## config.mk

```make
export PLATFORM = sky130hd
export DESIGN_NAME = obi_soc_demux
export DESIGN_NICKNAME = d
export VERILOG_FILES = /design/src/rtl/obi_soc_demux.sv
export SDC_FILE = /design/constraint.sdc
export NUM_CORES = 1
export LEC_CHECK = 0
export ABC_AREA = 1
export ABC_CLOCK_PERIOD_IN_PS = 1800
export CAP_MARGIN = 25
export CORE_AREA = 2 2 123 125
export DETAILED_ROUTE_END_ITERATION = 6
export DIE_AREA = 0 0 125 127
export DONT_BUFFER_PORTS = 1
export PLACE_DENSITY = 0.35
export SYNTH_ARGS = -nofsm -noshare
export SYNTH_HDL_FRONTEND = slang
export SYNTH_SLANG_ARGS = --single-unit
```

## constraint.sdc

```tcl
create_clock -name clk_i -period 1.8 [get_ports clk_i]
set_input_delay 0.18 -clock clk_i [delete_from_list [all_inputs] [get_ports clk_i]]
set_output_delay 0.18 -clock clk_i [all_outputs]
set_load 0.05 [all_outputs]
```

## src/rtl/obi_soc_demux.sv

```systemverilog
// OBI address demultiplexer: base/mask decode onto N targets, an internal error responder
// for unmapped addresses, and an in-order response path with bounded outstanding count.
module obi_soc_demux #(
  parameter int unsigned N_TGT           = 4,
  parameter int unsigned ADDR_WIDTH      = 32,
  parameter int unsigned DATA_WIDTH      = 32,
  parameter int unsigned MAX_OUTSTANDING = 2,
  parameter logic [N_TGT*ADDR_WIDTH-1:0] TGT_BASE = {32'h0030_0000, 32'h0020_0000,
                                                     32'h0010_0000, 32'h0000_0000},
  parameter logic [N_TGT*ADDR_WIDTH-1:0] TGT_MASK = {4{32'h0030_0000}},
  parameter logic [DATA_WIDTH-1:0]       ERR_RDATA = 32'hBADC_AB1E
) (
  input  logic                                      clk_i,
  input  logic                                      rst_i,
  input  logic                                      init_req_i,
  output logic                                      init_gnt_o,
  input  logic [ADDR_WIDTH-1:0]                     init_addr_i,
  input  logic                                      init_we_i,
  input  logic [DATA_WIDTH/8-1:0]                   init_be_i,
  input  logic [DATA_WIDTH-1:0]                     init_wdata_i,
  output logic                                      init_rvalid_o,
  output logic [DATA_WIDTH-1:0]                     init_rdata_o,
  output logic                                      init_err_o,
  output logic [N_TGT-1:0]                          tgt_req_o,
  input  logic [N_TGT-1:0]                          tgt_gnt_i,
  output logic [ADDR_WIDTH-1:0]                     tgt_addr_o,
  output logic                                      tgt_we_o,
  output logic [DATA_WIDTH/8-1:0]                   tgt_be_o,
  output logic [DATA_WIDTH-1:0]                     tgt_wdata_o,
  input  logic [N_TGT-1:0]                          tgt_rvalid_i,
  input  logic [N_TGT*DATA_WIDTH-1:0]               tgt_rdata_i,
  output logic [$clog2(MAX_OUTSTANDING+1)-1:0]      outstanding_o,
  output logic                                      spurious_o
);

  localparam int unsigned SelW = $clog2(N_TGT + 1);
  localparam int unsigned CntW = $clog2(MAX_OUTSTANDING + 1);
  localparam logic [SelW-1:0] SelErr = SelW'(N_TGT);
  localparam logic [CntW-1:0] CntMax = CntW'(MAX_OUTSTANDING);

  logic [SelW-1:0]       sel;
  logic [SelW-1:0]       last_sel_q, last_sel_d;
  logic [CntW-1:0]       outstanding_q, outstanding_d;
  logic                  err_rvalid_q, err_rvalid_d;
  logic                  spurious_q, spurious_d;
  logic                  accept;
  logic                  handshake;
  logic                  gnt_sel;
  logic                  rvalid_sel;
  logic [DATA_WIDTH-1:0] rdata_sel;
  logic [N_TGT-1:0]      last_oh;
  logic                  real_rvalid;
  logic                  stray;

  assign tgt_addr_o  = init_addr_i;
  assign tgt_we_o    = init_we_i;
  assign tgt_be_o    = init_be_i;
  assign tgt_wdata_o = init_wdata_i;

  // Descending scan so the lowest matching index is the one left standing.
  always_comb begin
    sel = SelErr;
    for (int i = N_TGT - 1; i >= 0; i--) begin
      if ((init_addr_i & TGT_MASK[i*ADDR_WIDTH +: ADDR_WIDTH]) ==
          TGT_BASE[i*ADDR_WIDTH +: ADDR_WIDTH]) begin
        sel = SelW'(i);
      end
    end
  end

  // Only one target may be in flight at a time, so responses return in order without IDs.
  assign accept = (outstanding_q < CntMax) && ((outstanding_q == '0) || (sel == last_sel_q));

  always_comb begin
    tgt_req_o = '0;
    gnt_sel   = 1'b0;
    for (int i = 0; i < N_TGT; i++) begin
      if (sel == SelW'(i)) begin
        tgt_req_o[i] = init_req_i & accept;
        gnt_sel      = tgt_gnt_i[i];
      end
    end
    if (sel == SelErr) begin
      init_gnt_o = init_req_i & accept;
    end else begin
      init_gnt_o = init_req_i & accept & gnt_sel;
    end
  end

  assign handshake = init_req_i & init_gnt_o;

  always_comb begin
    rvalid_sel = 1'b0;
    rdata_sel  = '0;
    last_oh    = '0;
    for (int i = 0; i < N_TGT; i++) begin
      if (last_sel_q == SelW'(i)) begin
        last_oh[i] = 1'b1;
        rvalid_sel = tgt_rvalid_i[i];
        rdata_sel  = tgt_rdata_i[i*DATA_WIDTH +: DATA_WIDTH];
      end
    end
  end

  assign real_rvalid   = rvalid_sel & (outstanding_q != '0);
  assign init_rvalid_o = err_rvalid_q | real_rvalid;
  assign init_rdata_o  = err_rvalid_q ? ERR_RDATA : rdata_sel;
  assign init_err_o    = err_rvalid_q;

  assign stray = (outstanding_q == '0) ? (|tgt_rvalid_i) : (|(tgt_rvalid_i & ~last_oh));

  always_comb begin
    last_sel_d    = handshake ? sel : last_sel_q;
    err_rvalid_d  = handshake & (sel == SelErr);
    spurious_d    = spurious_q | stray;
    outstanding_d = outstanding_q;
    case ({handshake, init_rvalid_o})
      2'b10:   outstanding_d = outstanding_q + CntW'(1);
      2'b01:   outstanding_d = outstanding_q - CntW'(1);
      default: outstanding_d = outstanding_q;
    endcase
  end

  always_ff @(posedge clk_i) begin
    if (rst_i) begin
      last_sel_q    <= '0;
      outstanding_q <= '0;
      err_rvalid_q  <= 1'b0;
      spurious_q    <= 1'b0;
    end else begin
      last_sel_q    <= last_sel_d;
      outstanding_q <= outstanding_d;
      err_rvalid_q  <= err_rvalid_d;
      spurious_q    <= spurious_d;
    end
  end

  assign outstanding_o = outstanding_q;
  assign spurious_o    = spurious_q;

endmodule

```

---- After elaboration in Yosys (flattened, before gate mapping) ----
Index checks and enable logic that the tools add are counted.
storage, ports and cells
  output and inout bits ................... 111
  input bits .............................. 208
  word-level logic and storage cells ...... 67
  bits in registers ....................... 7
operators by class
  reductions and logical operators ........ 10
  bitwise gates (word level) .............. 9
  add/subtract/negate cells ............... 2
  eq/ne operators ......................... 13
  multiplexer cells ....................... 28
  $lt $le $gt $ge ......................... 1
operators by type and width
  kind                 count
  $mux 32              5
  $logic_not 32->1     1
  $mux 1               18
  $eq 3x2->1 const B   4
  $mux 3               4
  $reduce_or 4->1      2
  $eq 2x2->1 const B   3
  $eq 3x1->1 const B   2
  $logic_not 3->1      2
  $and 1x1->1          5
  $and 4x4->4          1
  $eq 2x1->1 const B   2
  $not 4->4            1
  $pmux 2 s2           1
  $reduce_bool 2->1    2
  $eq 3x3->1           1
  $eq 3x3->1 const B   1
  $add 2x1->2 const B  1
  $logic_not 2->1      1
  $lt 2x2->1 const B   1
  $or 1x1->1           2
  $sub 2x1->2 const B  1
  $logic_and 1x1->1    1
  $logic_or 1x1->1     1

---- Logic depth before layout (Yosys ltp) ----
  word-level depth ........................ 15
  mapped depth ............................ 13
  depth with buffers taken out ............ 12

---- Worst setup path before layout ----
Ideal clock, no wire load.
  kind .................................... register to register
  from .................................... register last_sel_q[0]
  to ...................................... register outstanding_q[1] (netlist: outstanding_o[1])
  library setup time ...................... 122 ps
  path buffers ............................ 2
  data required time ...................... 1678 ps
  period minus slack after synthesis ...... 3004 ps
  path slack .............................. -1204 ps
  arrival ................................. 2882 ps
  stages on the path, launching flop included .. 12
  cells stage by stage .................... dfxtp_1 -> buf_2 -> inv_1 -> nor2_1 -> buf_4 -> a21oi_1 -> o21ai_0 -> ha_1 -> a21oi_1 -> o21ai_0 -> o21ai_0 -> a21oi_1
between the ends
  longest elaborated chain between the ends .. 9
  elaborated cells between the ends (all ways) .. 21
  those cells by class .................... eq/ne: 6; mux: 6; bitwise: 5; reduce/logical: 4
RTL lines
  item                                                    RTL line  text
  start, declared                                         42        logic [SelW-1:0] last_sel_q, last_sel_d;
  start signal, assigned                                  131       last_sel_q <= last_sel_d;
  $logic_not 3->1                                         97        if (last_sel_q == SelW'(i)) begin
  $mux 1 (3 in a row)                                     97
  $mux 1 (*)                                              97
  $and 1x1->1 (*)                                         105       assign real_rvalid = rvalid_sel & (outstanding_q != '0);
  $or 1x1->1 (*)                                          106       assign init_rvalid_o = err_rvalid_q | real_rvalid;
  net init_rvalid_o                                       21        output logic init_rvalid_o,
  $eq 2x1->1 / $eq 2x2->1 (equally long branches)         117       case ({handshake, init_rvalid_o})
  $pmux 2 s2 / $reduce_bool 2->1 (equally long branches)  n/a
  end signal, assigned                                    132       outstanding_q <= outstanding_d;
  end, declared                                           43        logic [CntW-1:0] outstanding_q, outstanding_d;
The timed path passes the listed nets; every way through them passes the cells marked *.
A chain may end at the register's enable or synchronous reset.

---- Worst setup path in the final report ----
  from .................................... register last_sel_q[2]
  to ...................................... output port init_rdata_o[27]
between the ends
  longest elaborated chain between the ends .. 6
  elaborated cells between the ends (all ways) .. 9
  those cells by class .................... eq/ne: 3; mux: 5; reduce/logical: 1
RTL lines
  item                  RTL line  text
  $logic_not 3->1       97
  $mux 32 (3 in a row)  97
  $mux 32 (*)           97
  $mux 32 (*)           107       assign init_rdata_o = err_rvalid_q ? ERR_RDATA : rdata_sel;
  end, declared         22        output logic [DATA_WIDTH-1:0] init_rdata_o,
Every way passes the cells marked *; elsewhere a longest branch is shown, timed or not.

==> results.md <==
- Status: complete, but fails checks
- Failing checks: setup timing
- Power per cell area: 923 nW/um2
- IO buf count: 0
- Die Span Y: 127 um
- Worst endpoint data arrival time: about 1.7 ns
- Worst vdd ir: around 0.31 mV
- Cts hold-fix bufs: 0
- Final Power: about 3.1 mW
- Final hold vios: 0
- Worst r2r src: last_sel_q[1]
- Vias: 2,408
- Core Footprint: 14,400 um2
- P_leak: 1.46 nW
- Insertion delay to the later sink of the worst-skew pair: 0.23 ns
- Setup CP Type: reg2out
- Combinational Power Share: 0.805
- Fin util: 0.236
- CP Launch Point: last_sel_q[2]
- First-pass GRT wire length: approximately 13,000 um
- Synth Cell Area: 1980 um2
- Die Wd: 125 um
- Clk pwr share: 0.122
- Fin. max-slew vios: 0
- WP buf/inv: 4
- R2r endpoint: outstanding_o[1]
- Drt initial violations: 24
- Yosys reg bits: 7
- GP Congestion: about 0.73
- Final WS setup: -0.0410 ns
- Yosys warnings: 0
- CTS tree: yes
- CP max FO: 5
- Vias per cell: about 4.4
- Final period util: 1.02
- Most frequent CP cell: buf_12
- Sequential share of the synthesized area: 0.0709
- 1st-pass router iterations: 4
- Antenna violations before repair: 0
- Min-Delay Startpoint: rst_i
- Setup_tns: -0.0470 ns
- Hold Path Depth: 1
- Tmin final: 1.84 ns
- Final hold slack: between 0.015 and 0.02 ns
- Worst Tran Pin Value: between 0.5 and 0.6 ns
- Library cells used by synthesis: 25
- CTS sink count: 7
- Diode count: 0
- Worst reg2reg path depth: 11
- Hold crit path type: in2reg
- Detailed Route WL: just over 10,000 um
- Row Count: 44
- Worst path cell trace: inv_4 -> nand2_4 -> nor2_4 -> buf_12 -> clkbuf_16 -> nand2_2 -> nand2_1 -> a21oi_1 -> nand3_1 -> buf_12
- Setup-failing EPs final: 2
- Total CTS buffers: 3
- Vias in the first global route: 2,361
- Nets: 577
- Gr usage total: 0.106
- Slowest CP cell: dfxtp_4
- Reg2Reg Setup Slack: 0.09 ns
- Root buffer cell: clkbuf_16
- # fillers: 1,602
- Crit path max-delay family: buffers and inverters
- Die area: between 15,000 and 20,000 um2
- CTS max path bufs: 2
- Setup Skew: 0.00178 ns
- Maximum clock frequency: roughly 0.54 GHz
- DRC: 0
- Max Cap Viol: 0
- Slew HR: 0.653
- WL/cell: 18.3 um
- Area growth, synth to finish: 71.9%
- Synth Instances: around 370
- Pre-CTS setup slack: -0.0607 ns
- Psw: 1.56 mW
- Syn_area_per_cell: roughly 5.4 um2
- Detail Placement HPWL: 7440 um
- Clock slew at reported path FFs: 0.04 ns
- H-tree depth: 1
- RSZ-0062 raised after global routing: yes
- Reg power frac: 0.073
- Layout cell share with drive strength beyond 1: 0.561
- Final ANT Viol Nets: 0
- Net Sw Frac: 0.497
- CP Launch Type: flip-flop
- Grt total ovfl: 0
- Pin count of the biggest net entering global routing: 21
- Syn nets: 575
- CP required: 1.62 ns
- Number of I/O pins: 319
- Initial Util: 0.137
- Hold Path End: spurious_o
- CP endpoint kind: output port
- Pint: around 1.6 mW
- CP max stage delay: ~0.37 ns
==> sequential cells by signal, indices dropped and copies added (netlist names) <==
name and count:
outstanding_o 2, init_err_o 1, spurious_o 1, last_sel_q 3
==> metal layers <==
metal	part of all wire	track usage	up-vias	routed length (um)
met5	0	0	-	0
met4	0.029	0.0418	0	290
met3	0.083	0.0302	37	835
met2	0.55	0.203	174	5520
met1	0.34	0.107	1087	3440
li1	-	-	1110	-
==> cell families (layout without fill, tap and decap cells) <==
logic type | count (synthesis) | after routing | synth area share
AO/OA/AOI/OAI | 59 | 59 | 0.164
buffers and inverters | 108 | 108 | 0.351
AND/OR/NAND/NOR | 190 | 191 | 0.406
flip-flops | 7 | 7 | 0.0709
other | 1 | 1 | 0.00190
adder cells (fa/ha/maj) | 1 | 1 | 0.00633
==> power groups by stage <==
stage,sequential (mW),clock [mW],combinational [mW]
after floorplan,0.275,0,1.57
after global placement,0.221,0,2.08
after detailed placement,0.221,0,2.09
after CTS,0.223,0.389,2.26
after global routing,0.237,0.402,2.68
final,0.229,0.382,2.52
==> worst max-delay path by stage <==
stage | endpoint | slack [ns] | cells after the start
6_report | init_rdata_o[27] | -0.04 | 10
5_1_grt | init_rdata_o[27] | -0.1 | 10
4_1_cts | init_rdata_o[10] | -0.006 | 9
3_5_place_dp | outstanding_o[1] | -0.06 | 12
3_3_place_gp | outstanding_o[1] | -0.02 | 12
2_1_floorplan | tgt_req_o[0] | -0.32 | 6
==> metrics by stage <==
step | std cells | area [um2]
global route | 551 | 3400
floorplan | 366 | 2080
finish | 551 | 3400
CTS | 535 | 2810
global placement | 524 | 2530
detailed placement | 524 | 2530
==> placed cells by master, fill, tap and decap left out, types with 2 or more instances in the layout <==
master / instances
nand2_4: 10
inv_2: 5
inv_1: 12
buf_12: 38
nand2_1: 87
dfxtp_2: 2
buf_6: 12
buf_4: 26
nand2_2: 24
a21oi_1: 8
inv_4: 3
nor2_4: 4
nor3_4: 3
dfxtp_4: 3
nand4_1: 2
o21ai_1: 6
nand3b_1: 3
clkbuf_16: 5
o21ai_2: 7
nor2_2: 7
clkinvlp_4: 2
nor2_1: 23
nand3_1: 7
dfxtp_1: 2
a21oi_2: 16
buf_8: 3
o21ai_0: 8
nand3_2: 18
a31oi_2: 10
==> cell usage after synthesis <==
cell,instances,area share
o21bai_4,1,0.0095
ha_1,1,0.0063
nand4_1,2,0.0063
clkbuf_2,1,0.0025
nand3b_1,3,0.011
a31oi_1,12,0.038
o21ai_1,3,0.0076
nor2_1,32,0.061
o21ai_0,19,0.048
nor3_1,4,0.010
a21oi_1,24,0.061
inv_1,18,0.034
dfxtp_1,7,0.071
nor2_2,1,0.0032
nand2_1,118,0.22
nor2_4,1,0.0057
nand3_4,1,0.0089
clkbuf_1,4,0.0076
inv_2,4,0.0076
nand2_2,3,0.0095
nand3_2,1,0.0051
buf_2,7,0.018
nand3_1,24,0.061
buf_4,74,0.28
conb_1,1,0.0019
==> worst register-to-register path: stages (launching register included) <==
cell      delay, ns
dfxtp_4        0.37
buf_6          0.11
inv_4          0.03
nand2_2        0.05
nand3_2        0.08
o21bai_4       0.23
nand3_4        0.12
ha_4           0.25
a21oi_2        0.11
o21ai_2        0.07
o21ai_1        0.13
a21oi_1        0.05
==> layout make-up <==
cell class / instances / area [um2] / area share
inverter: 22 / 101 / 0.0298
clock buffer: 4 / 78.8 / 0.0232
sequential: 7 / 154 / 0.0453
tap: 184 / 230 / 0.0678
multi-input combinational: 252 / 1640 / 0.483
timing repair buffer: 81 / 1190 / 0.349
timing repair inverter: 1 / 7.51 / 0.00221
==> repair_timing <==
| item | CTS | global route |
|---|---|---|
| resized for setup | 44 | 111 |
| pin swaps | 1 | 31 |
| gates cloned | 2 | 3 |
| buffers inserted | 5 | 14 |
| setup endpoints to repair | 39 | 40 |
Note: power is estimated with default switching activity, not from simulation.
